[config.mk]
export PLATFORM = sky130hd
export DESIGN_NAME = vec_op_seq_flat
export DESIGN_NICKNAME = d
export VERILOG_FILES = /design/src/rtl/vec_op_seq_pkg.sv /design/src/rtl/vec_op_seq_if.sv /design/src/rtl/vec_seq_pipe.sv /design/src/rtl/vec_op_seq.sv /design/src/flat_wrapper.sv
export SDC_FILE = /design/constraint.sdc
export NUM_CORES = 1
export LEC_CHECK = 0
export ABC_AREA = 0
export CAP_MARGIN = 10
export CORE_AREA = 4 4 284 286
export DETAILED_ROUTE_END_ITERATION = 16
export DIE_AREA = 0 0 288 290
export GPL_ROUTABILITY_DRIVEN = 0
export PLACE_DENSITY = 0.41
export SLEW_MARGIN = 25
export SYNTH_ARGS = -nofsm -noshare
export SYNTH_HDL_FRONTEND = slang
export SYNTH_SLANG_ARGS = --single-unit
[constraint.sdc]
create_clock -name clk -period 3.8 [get_ports clk]
set_input_delay 0.57 -clock clk [delete_from_list [all_inputs] [get_ports clk]]
set_output_delay 0.57 -clock clk [all_outputs]
set_load 0.05 [all_outputs]
[src/rtl/vec_op_seq_pkg.sv]
// Shared definitions for the vector-operation sequencer: opcodes, FSM states
// and the read-to-write pipeline depth.
package vec_pkg;

    localparam logic [2:0] OP_ADD = 3'b000;
    localparam logic [2:0] OP_SUB = 3'b001;
    localparam logic [2:0] OP_MUL = 3'b010;

    // Cycles from read issue to the matching write strobe.
    localparam int SEQ_LAT = 3;

    typedef enum logic [1:0] {
        ST_IDLE  = 2'd0,
        ST_RUN   = 2'd1,
        ST_DRAIN = 2'd2,
        ST_DONE  = 2'd3
    } seq_state_e;

    function automatic logic is_legal_op(input logic [2:0] op);
        return (op == OP_ADD) || (op == OP_SUB) || (op == OP_MUL);
    endfunction

endpackage

[src/rtl/vec_op_seq_if.sv]
// Bundle of command, scratchpad, ALU and status signals around the sequencer.
// slave = sequencer side; master = decoder/scratchpad/ALU side.
interface vec_op_seq_if #(
    parameter int DATA_W = 64,
    parameter int ADDR_W = 10,
    parameter int LEN_W  = 11
);
    logic              cmd_valid;
    logic              cmd_ready;
    logic [2:0]        cmd_op;
    logic [ADDR_W-1:0] cmd_src_a;
    logic [ADDR_W-1:0] cmd_src_b;
    logic [ADDR_W-1:0] cmd_dst;
    logic [LEN_W-1:0]  cmd_len;
    logic [DATA_W-1:0] cmd_q;
    logic [DATA_W-1:0] cmd_mu;

    logic              rd_en;
    logic [ADDR_W-1:0] rd_addr_a;
    logic [ADDR_W-1:0] rd_addr_b;
    logic [DATA_W-1:0] rd_data_a;
    logic [DATA_W-1:0] rd_data_b;

    logic [2:0]        alu_op;
    logic [DATA_W-1:0] alu_a;
    logic [DATA_W-1:0] alu_b;
    logic [DATA_W-1:0] alu_q;
    logic [DATA_W-1:0] alu_mu;
    logic [DATA_W-1:0] alu_res;

    logic              wr_en;
    logic [ADDR_W-1:0] wr_addr;
    logic [DATA_W-1:0] wr_data;

    logic              done;
    logic              err;

    modport slave (
        input  cmd_valid, cmd_op, cmd_src_a, cmd_src_b, cmd_dst, cmd_len, cmd_q, cmd_mu,
        output cmd_ready,
        output rd_en, rd_addr_a, rd_addr_b,
        input  rd_data_a, rd_data_b,
        output alu_op, alu_a, alu_b, alu_q, alu_mu,
        input  alu_res,
        output wr_en, wr_addr, wr_data,
        output done, err
    );

    modport master (
        output cmd_valid, cmd_op, cmd_src_a, cmd_src_b, cmd_dst, cmd_len, cmd_q, cmd_mu,
        input  cmd_ready,
        input  rd_en, rd_addr_a, rd_addr_b,
        output rd_data_a, rd_data_b,
        input  alu_op, alu_a, alu_b, alu_q, alu_mu,
        output alu_res,
        input  wr_en, wr_addr, wr_data,
        input  done, err
    );

endinterface

[src/rtl/vec_seq_pipe.sv]
// Fixed-latency operand/result pipeline: carries element valid and destination
// address from read issue to write strobe, capturing operands and ALU result.
module vec_seq_pipe #(
    parameter int DATA_W = 64,
    parameter int ADDR_W = 10
) (
    input  logic              clk,
    input  logic              rst,
    input  logic              issue_i,
    input  logic [ADDR_W-1:0] issue_addr_i,
    input  logic [DATA_W-1:0] rd_data_a_i,
    input  logic [DATA_W-1:0] rd_data_b_i,
    input  logic [DATA_W-1:0] alu_res_i,
    output logic [DATA_W-1:0] alu_a_o,
    output logic [DATA_W-1:0] alu_b_o,
    output logic              wr_en_o,
    output logic [ADDR_W-1:0] wr_addr_o,
    output logic [DATA_W-1:0] wr_data_o,
    output logic              busy_o
);
    import vec_pkg::*;

    logic [SEQ_LAT-1:0] stage_vld;
    logic [ADDR_W-1:0]  stage_addr [SEQ_LAT];

    for (genvar gi = 0; gi < SEQ_LAT; gi++) begin : g_stage
        logic              vld_q;
        logic [ADDR_W-1:0] addr_q;
        logic              in_vld;
        logic [ADDR_W-1:0] in_addr;

        if (gi == 0) begin : g_head
            assign in_vld  = issue_i;
            assign in_addr = issue_addr_i;
        end else begin : g_link
            assign in_vld  = stage_vld[gi-1];
            assign in_addr = stage_addr[gi-1];
        end

        always_ff @(posedge clk) begin
            if (rst) begin
                vld_q  <= 1'b0;
                addr_q <= '0;
            end else begin
                vld_q <= in_vld;
                if (in_vld) begin
                    addr_q <= in_addr;
                end
            end
        end

        assign stage_vld[gi]  = vld_q;
        assign stage_addr[gi] = addr_q;
    end

    logic [DATA_W-1:0] alu_a_q, alu_b_q, wr_data_q;

    // Read data arrives while stage 0 is valid; the ALU result while the
    // second-to-last stage is valid. Registers hold otherwise.
    always_ff @(posedge clk) begin
        if (rst) begin
            alu_a_q   <= '0;
            alu_b_q   <= '0;
            wr_data_q <= '0;
        end else begin
            if (stage_vld[0]) begin
                alu_a_q <= rd_data_a_i;
                alu_b_q <= rd_data_b_i;
            end
            if (stage_vld[SEQ_LAT-2]) begin
                wr_data_q <= alu_res_i;
            end
        end
    end

    assign alu_a_o   = alu_a_q;
    assign alu_b_o   = alu_b_q;
    assign wr_data_o = wr_data_q;
    assign wr_en_o   = stage_vld[SEQ_LAT-1];
    assign wr_addr_o = stage_addr[SEQ_LAT-1];
    assign busy_o    = |stage_vld[SEQ_LAT-2:0];

endmodule

[src/rtl/vec_op_seq.sv]
// Command-driven sequencer streaming element pairs from the scratchpad through
// the shared modular ALU and back, one element per clock.
module vec_op_seq #(
    parameter int DATA_W = 64,
    parameter int ADDR_W = 10,
    parameter int LEN_W  = 11
) (
    input  logic        clk,
    input  logic        rst,
    vec_op_seq_if.slave bus
);
    import vec_pkg::*;

    seq_state_e        state_q, state_d;
    logic              accept, step;
    logic              pipe_busy;

    logic [ADDR_W-1:0] addr_a_q, addr_b_q, addr_w_q;
    logic [LEN_W-1:0]  cnt_q;
    logic [2:0]        op_q;
    logic [DATA_W-1:0] q_q, mu_q;
    logic              err_q;

    always_ff @(posedge clk) begin
        if (rst) begin
            state_q <= ST_IDLE;
        end else begin
            state_q <= state_d;
        end
    end

    always_comb begin
        state_d = state_q;
        accept  = 1'b0;
        step    = 1'b0;
        case (state_q)
            ST_IDLE: begin
                if (bus.cmd_valid) begin
                    accept = 1'b1;
                    if (!is_legal_op(bus.cmd_op) || (bus.cmd_len == '0)) begin
                        state_d = ST_DONE;
                    end else begin
                        state_d = ST_RUN;
                    end
                end
            end
            ST_RUN: begin
                step = 1'b1;
                if (cnt_q == LEN_W'(1)) begin
                    state_d = ST_DRAIN;
                end
            end
            ST_DRAIN: begin
                // Only the final write is left once the earlier stages are empty.
                if (!pipe_busy) begin
                    state_d = ST_DONE;
                end
            end
            ST_DONE: begin
                state_d = ST_IDLE;
            end
            default: begin
                state_d = ST_IDLE;
            end
        endcase
    end

    always_ff @(posedge clk) begin
        if (rst) begin
            addr_a_q <= '0;
            addr_b_q <= '0;
            addr_w_q <= '0;
            cnt_q    <= '0;
            op_q     <= '0;
            q_q      <= '0;
            mu_q     <= '0;
            err_q    <= 1'b0;
        end else if (accept) begin
            addr_a_q <= bus.cmd_src_a;
            addr_b_q <= bus.cmd_src_b;
            addr_w_q <= bus.cmd_dst;
            cnt_q    <= bus.cmd_len;
            op_q     <= bus.cmd_op;
            q_q      <= bus.cmd_q;
            mu_q     <= bus.cmd_mu;
            err_q    <= !is_legal_op(bus.cmd_op);
        end else if (step) begin
            // Address counters wrap naturally at 2^ADDR_W.
            addr_a_q <= addr_a_q + ADDR_W'(1);
            addr_b_q <= addr_b_q + ADDR_W'(1);
            addr_w_q <= addr_w_q + ADDR_W'(1);
            cnt_q    <= cnt_q - LEN_W'(1);
        end
    end

    vec_seq_pipe #(
        .DATA_W(DATA_W),
        .ADDR_W(ADDR_W)
    ) u_pipe (
        .clk         (clk),
        .rst         (rst),
        .issue_i     (step),
        .issue_addr_i(addr_w_q),
        .rd_data_a_i (bus.rd_data_a),
        .rd_data_b_i (bus.rd_data_b),
        .alu_res_i   (bus.alu_res),
        .alu_a_o     (bus.alu_a),
        .alu_b_o     (bus.alu_b),
        .wr_en_o     (bus.wr_en),
        .wr_addr_o   (bus.wr_addr),
        .wr_data_o   (bus.wr_data),
        .busy_o      (pipe_busy)
    );

    assign bus.cmd_ready = (state_q == ST_IDLE);
    assign bus.rd_en     = step;
    assign bus.rd_addr_a = addr_a_q;
    assign bus.rd_addr_b = addr_b_q;
    assign bus.alu_op    = op_q;
    assign bus.alu_q     = q_q;
    assign bus.alu_mu    = mu_q;
    assign bus.done      = (state_q == ST_DONE);
    assign bus.err       = (state_q == ST_DONE) && err_q;

endmodule

[src/flat_wrapper.sv]
// flat-port wrapper written by rule: the top's interface ports become plain ports
module vec_op_seq_flat import vec_pkg::*;
#(
    parameter int DATA_W = 64,
    parameter int ADDR_W = 10,
    parameter int LEN_W  = 11
)
  (clk, rst, bus_cmd_valid, bus_cmd_op, bus_cmd_src_a, bus_cmd_src_b, bus_cmd_dst, bus_cmd_len, bus_cmd_q, bus_cmd_mu, bus_cmd_ready, bus_rd_en, bus_rd_addr_a, bus_rd_addr_b, bus_rd_data_a, bus_rd_data_b, bus_alu_op, bus_alu_a, bus_alu_b, bus_alu_q, bus_alu_mu, bus_alu_res, bus_wr_en, bus_wr_addr, bus_wr_data, bus_done, bus_err);
  vec_op_seq_if #(.DATA_W(DATA_W), .ADDR_W(ADDR_W), .LEN_W(LEN_W)) bus_i ();
  input  logic clk;
  input  logic rst;
  input wire logic [$bits(bus_i.cmd_valid)-1:0] bus_cmd_valid;
  input wire logic [$bits(bus_i.cmd_op)-1:0] bus_cmd_op;
  input wire logic [$bits(bus_i.cmd_src_a)-1:0] bus_cmd_src_a;
  input wire logic [$bits(bus_i.cmd_src_b)-1:0] bus_cmd_src_b;
  input wire logic [$bits(bus_i.cmd_dst)-1:0] bus_cmd_dst;
  input wire logic [$bits(bus_i.cmd_len)-1:0] bus_cmd_len;
  input wire logic [$bits(bus_i.cmd_q)-1:0] bus_cmd_q;
  input wire logic [$bits(bus_i.cmd_mu)-1:0] bus_cmd_mu;
  output wire logic [$bits(bus_i.cmd_ready)-1:0] bus_cmd_ready;
  output wire logic [$bits(bus_i.rd_en)-1:0] bus_rd_en;
  output wire logic [$bits(bus_i.rd_addr_a)-1:0] bus_rd_addr_a;
  output wire logic [$bits(bus_i.rd_addr_b)-1:0] bus_rd_addr_b;
  input wire logic [$bits(bus_i.rd_data_a)-1:0] bus_rd_data_a;
  input wire logic [$bits(bus_i.rd_data_b)-1:0] bus_rd_data_b;
  output wire logic [$bits(bus_i.alu_op)-1:0] bus_alu_op;
  output wire logic [$bits(bus_i.alu_a)-1:0] bus_alu_a;
  output wire logic [$bits(bus_i.alu_b)-1:0] bus_alu_b;
  output wire logic [$bits(bus_i.alu_q)-1:0] bus_alu_q;
  output wire logic [$bits(bus_i.alu_mu)-1:0] bus_alu_mu;
  input wire logic [$bits(bus_i.alu_res)-1:0] bus_alu_res;
  output wire logic [$bits(bus_i.wr_en)-1:0] bus_wr_en;
  output wire logic [$bits(bus_i.wr_addr)-1:0] bus_wr_addr;
  output wire logic [$bits(bus_i.wr_data)-1:0] bus_wr_data;
  output wire logic [$bits(bus_i.done)-1:0] bus_done;
  output wire logic [$bits(bus_i.err)-1:0] bus_err;
  assign bus_i.cmd_valid = bus_cmd_valid;
  assign bus_i.cmd_op = bus_cmd_op;
  assign bus_i.cmd_src_a = bus_cmd_src_a;
  assign bus_i.cmd_src_b = bus_cmd_src_b;
  assign bus_i.cmd_dst = bus_cmd_dst;
  assign bus_i.cmd_len = bus_cmd_len;
  assign bus_i.cmd_q = bus_cmd_q;
  assign bus_i.cmd_mu = bus_cmd_mu;
  assign bus_cmd_ready = bus_i.cmd_ready;
  assign bus_rd_en = bus_i.rd_en;
  assign bus_rd_addr_a = bus_i.rd_addr_a;
  assign bus_rd_addr_b = bus_i.rd_addr_b;
  assign bus_i.rd_data_a = bus_rd_data_a;
  assign bus_i.rd_data_b = bus_rd_data_b;
  assign bus_alu_op = bus_i.alu_op;
  assign bus_alu_a = bus_i.alu_a;
  assign bus_alu_b = bus_i.alu_b;
  assign bus_alu_q = bus_i.alu_q;
  assign bus_alu_mu = bus_i.alu_mu;
  assign bus_i.alu_res = bus_alu_res;
  assign bus_wr_en = bus_i.wr_en;
  assign bus_wr_addr = bus_i.wr_addr;
  assign bus_wr_data = bus_i.wr_data;
  assign bus_done = bus_i.done;
  assign bus_err = bus_i.err;
  vec_op_seq #(.DATA_W(DATA_W), .ADDR_W(ADDR_W), .LEN_W(LEN_W)) u_core (.clk(clk), .rst(rst), .bus(bus_i));
endmodule
Word level (Yosys, flattened, before mapping)
Cells that the tools add are included.

Bits in registers: 400. Input port bits: 367. Logic and storage cells: 58.

$add $sub $neg: 4. Eq/ne operators: 9. Reduce and logical (&&, ||, !) cells: 11. Muxes and demuxes: 16.

Operator list (count): two-way mux 10 bit (6); adder 10 x 1 -> 10 bit, second input constant (3); two-way mux 11 bit (2); equality test 11 x 1 -> 1 bit, second input constant (1); zero test 11 bit (1); subtractor 11 x 1 -> 11 bit, second input constant (1); two-way mux 2 bit (4); case mux 2 bit (4 select lines) (1); equality test 2 bit, second input constant (2); != test 2 bit, second input constant (2); equality test 3 x 1 -> 1 bit, second input constant (1); equality test 3 x 2 -> 1 bit, second input constant (1); zero test 3 bit (1); logical OR 1 bit (3); two-way mux 1 bit (3); AND reduction 3 bit (1); equality test 2 x 1 -> 1 bit, second input constant (1); zero test 2 bit (1); != test 2 x 1 -> 1 bit, second input constant (1); nonzero test 2 bit (1); OR reduction 2 bit (1); logical AND 1 bit (1); zero test 1 bit (1).

Depth between registers and ports, before layout
Gate-level depths: netlist of run 1.

Depth in word-level cells: 8. Mapped depth: 8. Gate-level depth less buffers: 6.

Modules after synthesis
A second synthesis of run 1 with hierarchy kept.

Cells, all modules: 1567. Area total of the unflattened synthesis: 14794.2 um2.

Modules (own cells, without submodules): vec_seq_pipe (area each 8006.4 um2, cells an instance 724, instances 1); vec_op_seq (area each 6787.8 um2, cells an instance 843, instances 1).

Worst setup path before layout of run 1
No wires, ideal clock.

Path type: register to register. Start point: register u_core.state_q[0]. End point: register u_core.mu_q[14], in the netlist u_core.bus.alu_mu[14]. Library setup time: 0.070 ns. Clock period less this slack: 2.179 ns. Arrival: 2.108 ns. Setup slack: 1.621 ns. Cell stages (with the launch flop): 9. Required time: 3.730 ns. Cells stage by stage: dfxtp_1 > inv_1 > ha_1 > and2_1 > clkbuf_1 > clkbuf_1 > buf_1 > nand2_1 > a21oi_1.

Word-level cells in the longest chain between the ends: 2.

RTL lines: start: declaration (line vec_op_seq.sv:14) `seq_state_e state_q, state_d;`; start signal: assignment (line vec_op_seq.sv:28) `state_q <= state_d;`; zero test 2 bit; net bus_cmd_ready (line flat_wrapper.sv:20) `output wire logic [$bits(bus_i.cmd_ready)-1:0] bus_cmd_ready;`; two-way mux 1 bit (line vec_op_seq.sv:36) `case (state_q)`; end signal: assignment (line vec_op_seq.sv:85) `mu_q <= bus.cmd_mu;`; end: declaration (line vec_op_seq.sv:21) `logic [DATA_W-1:0] q_q, mu_q;`.

The timed path passes the listed nets, and every way through them passes these cells. A chain may end at the register's enable or synchronous reset.

Worst setup path after layout of run 1
Start point: register u_core.state_q[0]. End point: output port bus_cmd_ready.

Word-level cells in the longest chain between the ends: 1.

RTL lines: zero test 2 bit (line vec_op_seq.sv:115) `assign bus.cmd_ready = (state_q == ST_IDLE);`; end: declaration (line flat_wrapper.sv:20).

No other way between the ends.

==> impl_metrics.py, run 1 <==
metrics = {
    "global_routing": {
        "antenna_found_initial": 8,
        "grt_overflow": 0,
        "grt_usage": 0.143,
        "grt_max_degree": 114,
        "grt_pass1_vias": 13600,
        "grt_pass1_wl_um": 91000,
    },
    "clock_tree": {
        "cts.sinks": 400,
        "clk_pin_slew_ns": 0.05,
        "cts_resized": 0,
        "cts_setup_buffers": 0,
        "cts_root_buffer": "clkbuf_16",
        "cts_tree": "done",
        "cts_buffers": 51,
        "cts_hold_buffers": 0,
        "clockBufferDepth": 3,
        "h-tree-depth": 2,
        "clk_latency_ns": 0.58,
    },
    "layout": {
        "syn2layout_area_growth_pct": 70.8,
        "seqCellArea_um2": 8020,
        "multi_input_area_um2": 6080,
        "fin_util": 0.317,
        "fillCellCount": 8292,
        "drive_above_1_share": 0.0511,
        "final_cell_area_um2": 24800,
        "fin_cells": 3349,
        "nNetsFinal": 2624,
    },
    "placement": {
        "port_buffers": 724,
        "placed_area_um2": 23000,
        "place_ws_ns": 1.32,
        "hpwl_um": 46300,
        "dpl.cell_count": 3244,
    },
    "sta": {
        "setup_violations": 0,
        "hold_viol": 0,
        "post-route-period-util": 0.753,
        "min_period_ns": 2.86,
        "maxSlewViolCount": 0,
        "fin_skew_ns": 0.0134,
        "rsz0062_at_grt": "no",
        "tightestPinTransition_ns": 0.871,
        "tns_ns": 0,
        "fmax_mhz": 349,
        "timing.hold.ws_ns": 0.453,
        "slew-limit-headroom": 0.419,
        "final_critical_path_setup_slack_ns": 0.939,
    },
    "floorplanning": {
        "fp.dieH_um": 290,
        "die_area_um2": 83500,
        "floorplan.initialDensity": 0.185,
        "coreArea_um2": 78400,
        "die_x_um": 288,
        "io_pins": 725,
        "rows": 103,
    },
    "power_and_ir_drop": {
        "ir_drop_v": 0.000302,
        "cellLeakagePower_nw": 8.67,
        "total_power_mw": 16.1,
        "cellPowerDensity_nw_per_um2": 647,
    },
    "synthesis": {
        "ys_ff_latch": 400,
        "syn_avg_cell_area_um2": 9.30,
        "yosysUniqueCellTypes": 34,
        "synth_top_area_frac": 0.551,
        "seq_area_frac_synth": 0.551,
        "synth_ff_type": "dfxtp_1",
        "yosys_warnings": 0,
        "async_flop_share": 0,
        "yosysMostFrequentCell": "dfxtp_1",
        "synthTopCellsByCount": "dfxtp_1 (400), nand2_1 (277), nor2_1 (265)",
        "ys_top_cells_by_area": "dfxtp_1 (55%), mux2i_1 (15%), nand2_1 (7.2%)",
        "synth_area_leader_cell": "dfxtp_1",
        "syn-num-nets": 1938,
        "syn_inst": 1562,
        "synth_edf_count": 0,
        "syn_area_um2": 14500,
    },
    "worst_setup_path": {
        "end_kind": "primary output",
        "worst_ep_required_time_ns": 3.23,
        "cp_max_fo": 8,
        "crit_type": "register to primary output",
        "cp.arrival_ns": 2.29,
        "cp-start-kind": "register",
    },
    "run_status": {
        "status": "complete, no violations",
    },
    "detailed_routing": {
        "wl_per_cell_um": 18.5,
        "antenna_left": 0,
        "route.detailed.drc": 0,
        "drtPass1Iterations": 5,
        "vias": 13200,
        "drt_iter0_markers": 529,
        "routed_wl_um": 62100,
        "viasPerCell": 3.95,
    },
    "hold_path": {
        "hold_path_class": "register to register",
    },
    "run": {
        "max_cap_viol_count": 0,
    },
}
-- layout make-up --
cell class,count,share of cell area
clock inverter,20,0.0101
clock buffer,76,0.0626
multi-input combinational,1044,0.245
tap,1050,0.0529
antenna,8,0.000807
inverter,6,0.000907
timing repair buffer,745,0.305
sequential,400,0.323
-- registers in the layout, indices dropped and copies added (netlist names) --
register                      cells
u_core.bus.rd_addr_b             10
u_core.u_pipe.wr_addr_o          10
u_core.bus.alu_q                 64
u_core.u_pipe.g_stage.vld_q       2
u_core.bus.rd_addr_a             10
u_core.bus.alu_mu                64
u_core.state_q                    2
u_core.err_q                      1
u_core.u_pipe.wr_data_o          64
u_core.addr_w_q                  10
u_core.u_pipe.wr_en_o             1
u_core.bus.alu_op                 3
u_core.u_pipe.g_stage.addr_q     20
u_core.u_pipe.alu_b_o            64
u_core.cnt_q                     11
u_core.u_pipe.alu_a_o            64
-- critical path, stage by stage, from the launching register on --
cell             delay, ns
dfxtp_1               0.33
inv_1                 0.10
ha_1                  0.40
clkdlybuf4s50_1       0.88
-- metal layers --
metal | global-route usage | vias up | wire length (um)
met2 | 0.258 | 354 | 32600
li1 | - | 6587 | -
met3 | 0.0450 | 86 | 4300
met4 | 0.0479 | 0 | 1650
met5 | 0 | - | 0
met1 | 0.157 | 6199 | 23500
-- cells by family after synthesis --
| group | after synthesis | share of synthesized area |
|---|---|---|
| DFF | 400 | 0.551 |
| xor gates and xnor gates | 30 | 0.0181 |
| AOI/OAI and AO/OA | 191 | 0.0759 |
| and+or+nand+nor | 589 | 0.161 |
| muxes | 225 | 0.155 |
| adders and majority gates | 9 | 0.00775 |
| buffers and inverters | 118 | 0.0316 |
-- where the power goes --
group / switching [mW] / total, mW / internal (mW)
logic: 3.52 / 5.57 / 2.05
clock network: 1.97 / 5.14 / 3.17
registers: 0.505 / 5.34 / 4.84
total: 6.00 / 16.1 / 10.1
-- path summary, 6_finish.rpt --
kind / from / to / slack (ns) / cells past startpoint
worst min-delay path: u_core.bus.alu_mu[53] / u_core.bus.alu_mu[53] / 0.45 / 2
worst max-delay path: u_core.state_q[0] / bus_cmd_ready / 0.94 / 3
worst min register to register: u_core.bus.alu_mu[53] / u_core.bus.alu_mu[53] / 0.45 / 2
worst max register to register: u_core.state_q[1] / u_core.cnt_q[9] / 1.54 / 7
-- layout by cell type, fill, tap and decap left out, types with 7 or more instances in the layout --
master and instances:
or3_1 8, nor2_1 265, mux2i_1 225, buf_12 11, nand2_1 276, o21ai_0 7
dfxtp_1 398, a311oi_1 8, buf_4 9, clkbuf_8 14, diode_2 8, xnor2_1 15
clkdlybuf4s50_1 723, clkbuf_1 9, a21oi_1 137, a211oi_1 35, nand4_1 10, nor3_1 8
xor2_1 15, clkbuf_16 53, clkinv_2 11, ha_1 8
Note: power is estimated with default switching activity, not from simulation.
==> run 2, diff against run 1 <==
Settings changed: CORE_AREA 4 4 284 286 to 4 4 277 279, DIE_AREA 0 0 288 290 to 0 0 281 283, PLACE_DENSITY 0.41 to 0.43.
Clock period 3.8 ns to 2.7 ns, I/O delays scaled along.
==> impl_metrics.py, run 2 (synthesis gave the netlist of run 1 again) <==
metrics = {
    "run_status": {
        "status": "complete, no violations",
    },
    "sta": {
        "tightestPinTransition_ns": 0.893,
        "maxSlewViolCount": 0,
        "fin_skew_ns": 0.0221,
        "hold_viol": 0,
        "timing.hold.ws_ns": 0.267,
        "min_period_ns": 2.57,
        "fmax_mhz": 388,
        "slew-limit-headroom": 0.404,
        "tns_ns": 0,
        "post-route-period-util": 0.953,
        "setup_violations": 0,
        "rsz0062_at_grt": "no",
        "final_critical_path_setup_slack_ns": 0.126,
    },
    "detailed_routing": {
        "viasPerCell": 4.05,
        "wl_per_cell_um": 18.8,
        "routed_wl_um": 61500,
        "antenna_left": 0,
        "drt_iter0_markers": 547,
        "vias": 13200,
        "drtPass1Iterations": 4,
        "route.detailed.drc": 0,
    },
    "clock_tree": {
        "cts_root_buffer": "clkbuf_16",
        "clockBufferDepth": 3,
        "cts_tree": "done",
        "h-tree-depth": 2,
        "clk_pin_slew_ns": 0.06,
        "cts_setup_buffers": 0,
        "cts_resized": 1,
        "cts_buffers": 50,
        "cts_hold_buffers": 0,
        "clk_latency_ns": 0.58,
        "cts.sinks": 400,
    },
    "floorplanning": {
        "die_x_um": 281,
        "coreArea_um2": 74200,
        "rows": 100,
        "die_area_um2": 79500,
        "floorplan.initialDensity": 0.196,
        "fp.dieH_um": 283,
        "io_pins": 725,
    },
    "placement": {
        "hpwl_um": 46700,
        "place_ws_ns": 0.532,
        "port_buffers": 724,
    },
    "power_and_ir_drop": {
        "cellLeakagePower_nw": 8.69,
        "cellPowerDensity_nw_per_um2": 906,
        "ir_drop_v": 0.000458,
    },
    "worst_setup_path": {
        "max_stage_delay_ns": 0.86,
        "cp_max_fo": 4,
        "cp-start-kind": "register",
        "cpMaxStageDelayCell": "clkdlybuf4s50_1",
        "crit_chain": "ha_1 > and2_1 > clkdlybuf4s50_1",
        "cp.arrival_ns": 2.17,
        "end_kind": "primary output",
        "crit_type": "register to primary output",
        "worst_ep_required_time_ns": 2.30,
    },
    "global_routing": {
        "grt_max_degree": 76,
        "grt_pass1_vias": 13500,
        "grt_pass1_wl_um": 89600,
        "grt_usage": 0.148,
        "grt_overflow": 0,
        "antenna_found_initial": 8,
    },
    "layout": {
        "nNetsFinal": 2628,
        "syn2layout_area_growth_pct": 70.3,
        "drive_above_1_share": 0.0537,
        "fillCellCount": 7670,
        "final_common_cell": "clkdlybuf4s50_1",
        "layout_common_cells": "clkdlybuf4s50_1 (722), dfxtp_1 (398), nand2_1 (276), nor2_1 (265), mux2i_1 (225)",
        "fin_util": 0.334,
    },
    "run": {
        "max_cap_viol_count": 0,
    },
    "hold_path": {
        "hold_path_class": "primary input to register",
    },
}
[run 2: changes by cell type in the layout (fill, tap and decap cells not counted), moves of 2 or more]
cell       delta
clkinv_2      +5
clkbuf_16     -3
clkbuf_8      -2
buf_12        +7
clkbuf_1      -5
inv_6         -2
[run 2: worst paths after layout]
| path | startpoint | to | cells past startpoint | slack [ns] |
|---|---|---|---|---|
| setup / recovery | u_core.state_q[0] | bus_err | 3 | 0.13 |
| hold / removal | rst | u_core.u_pipe.wr_data_o[7] | 2 | 0.27 |
| setup reg to reg | u_core.state_q[1] | u_core.addr_w_q[9] | 7 | 0.70 |
| hold reg to reg | u_core.bus.alu_mu[8] | u_core.bus.alu_mu[8] | 2 | 0.45 |
[run 2: layer usage]
metal / vias to the layer above / share of wire / wire (um) / global-route usage
met5: - / 0.00021 / 13 / 0
met4: 2 / 0.030 / 1850 / 0.0485
met3: 89 / 0.066 / 4050 / 0.0451
met2: 354 / 0.53 / 32800 / 0.276
met1: 6193 / 0.37 / 22800 / 0.158
li1: 6602 / - / - / -
[run 2: power breakdown]
group | total (mW) | switching [mW] | internal (mW)
combinational | 7.89 | 4.95 | 2.94
sequential | 7.53 | 0.725 | 6.81
clock | 7.00 | 2.71 | 4.29
[run 2: through the flow]
step                instances  cell area [um^2]  power [mW]
finish                   3268             24700        22.4
global route             3267             24700        23.6
CTS                      3261             24700        22.8
detailed placement       3169             23000        15.6
global placement         3169             23000        15.6
floorplan                1562             14500        12.5
[run 2: final cells by class]
class	instances	area (um^2)	share of cell area
Multi-Input combinational cell	1044	6080	0.246
Tap cell	969	1210	0.0490
Inverter	6	22.5	0.000910
Antenna cell	7	17.5	0.000708
Sequential cell	400	8020	0.324
Clock buffer	66	1430	0.0578
Clock inverter	26	300	0.0121
Timing Repair Buffer	750	7670	0.310
[run 2: critical path, delay by kind of cell (launching register included)]
kind                       cells  cell delay, ns
and+or+nand+nor                1            0.14
DFF                            1            0.39
buffers and inverters          1            0.86
adders and majority gates      1            0.22
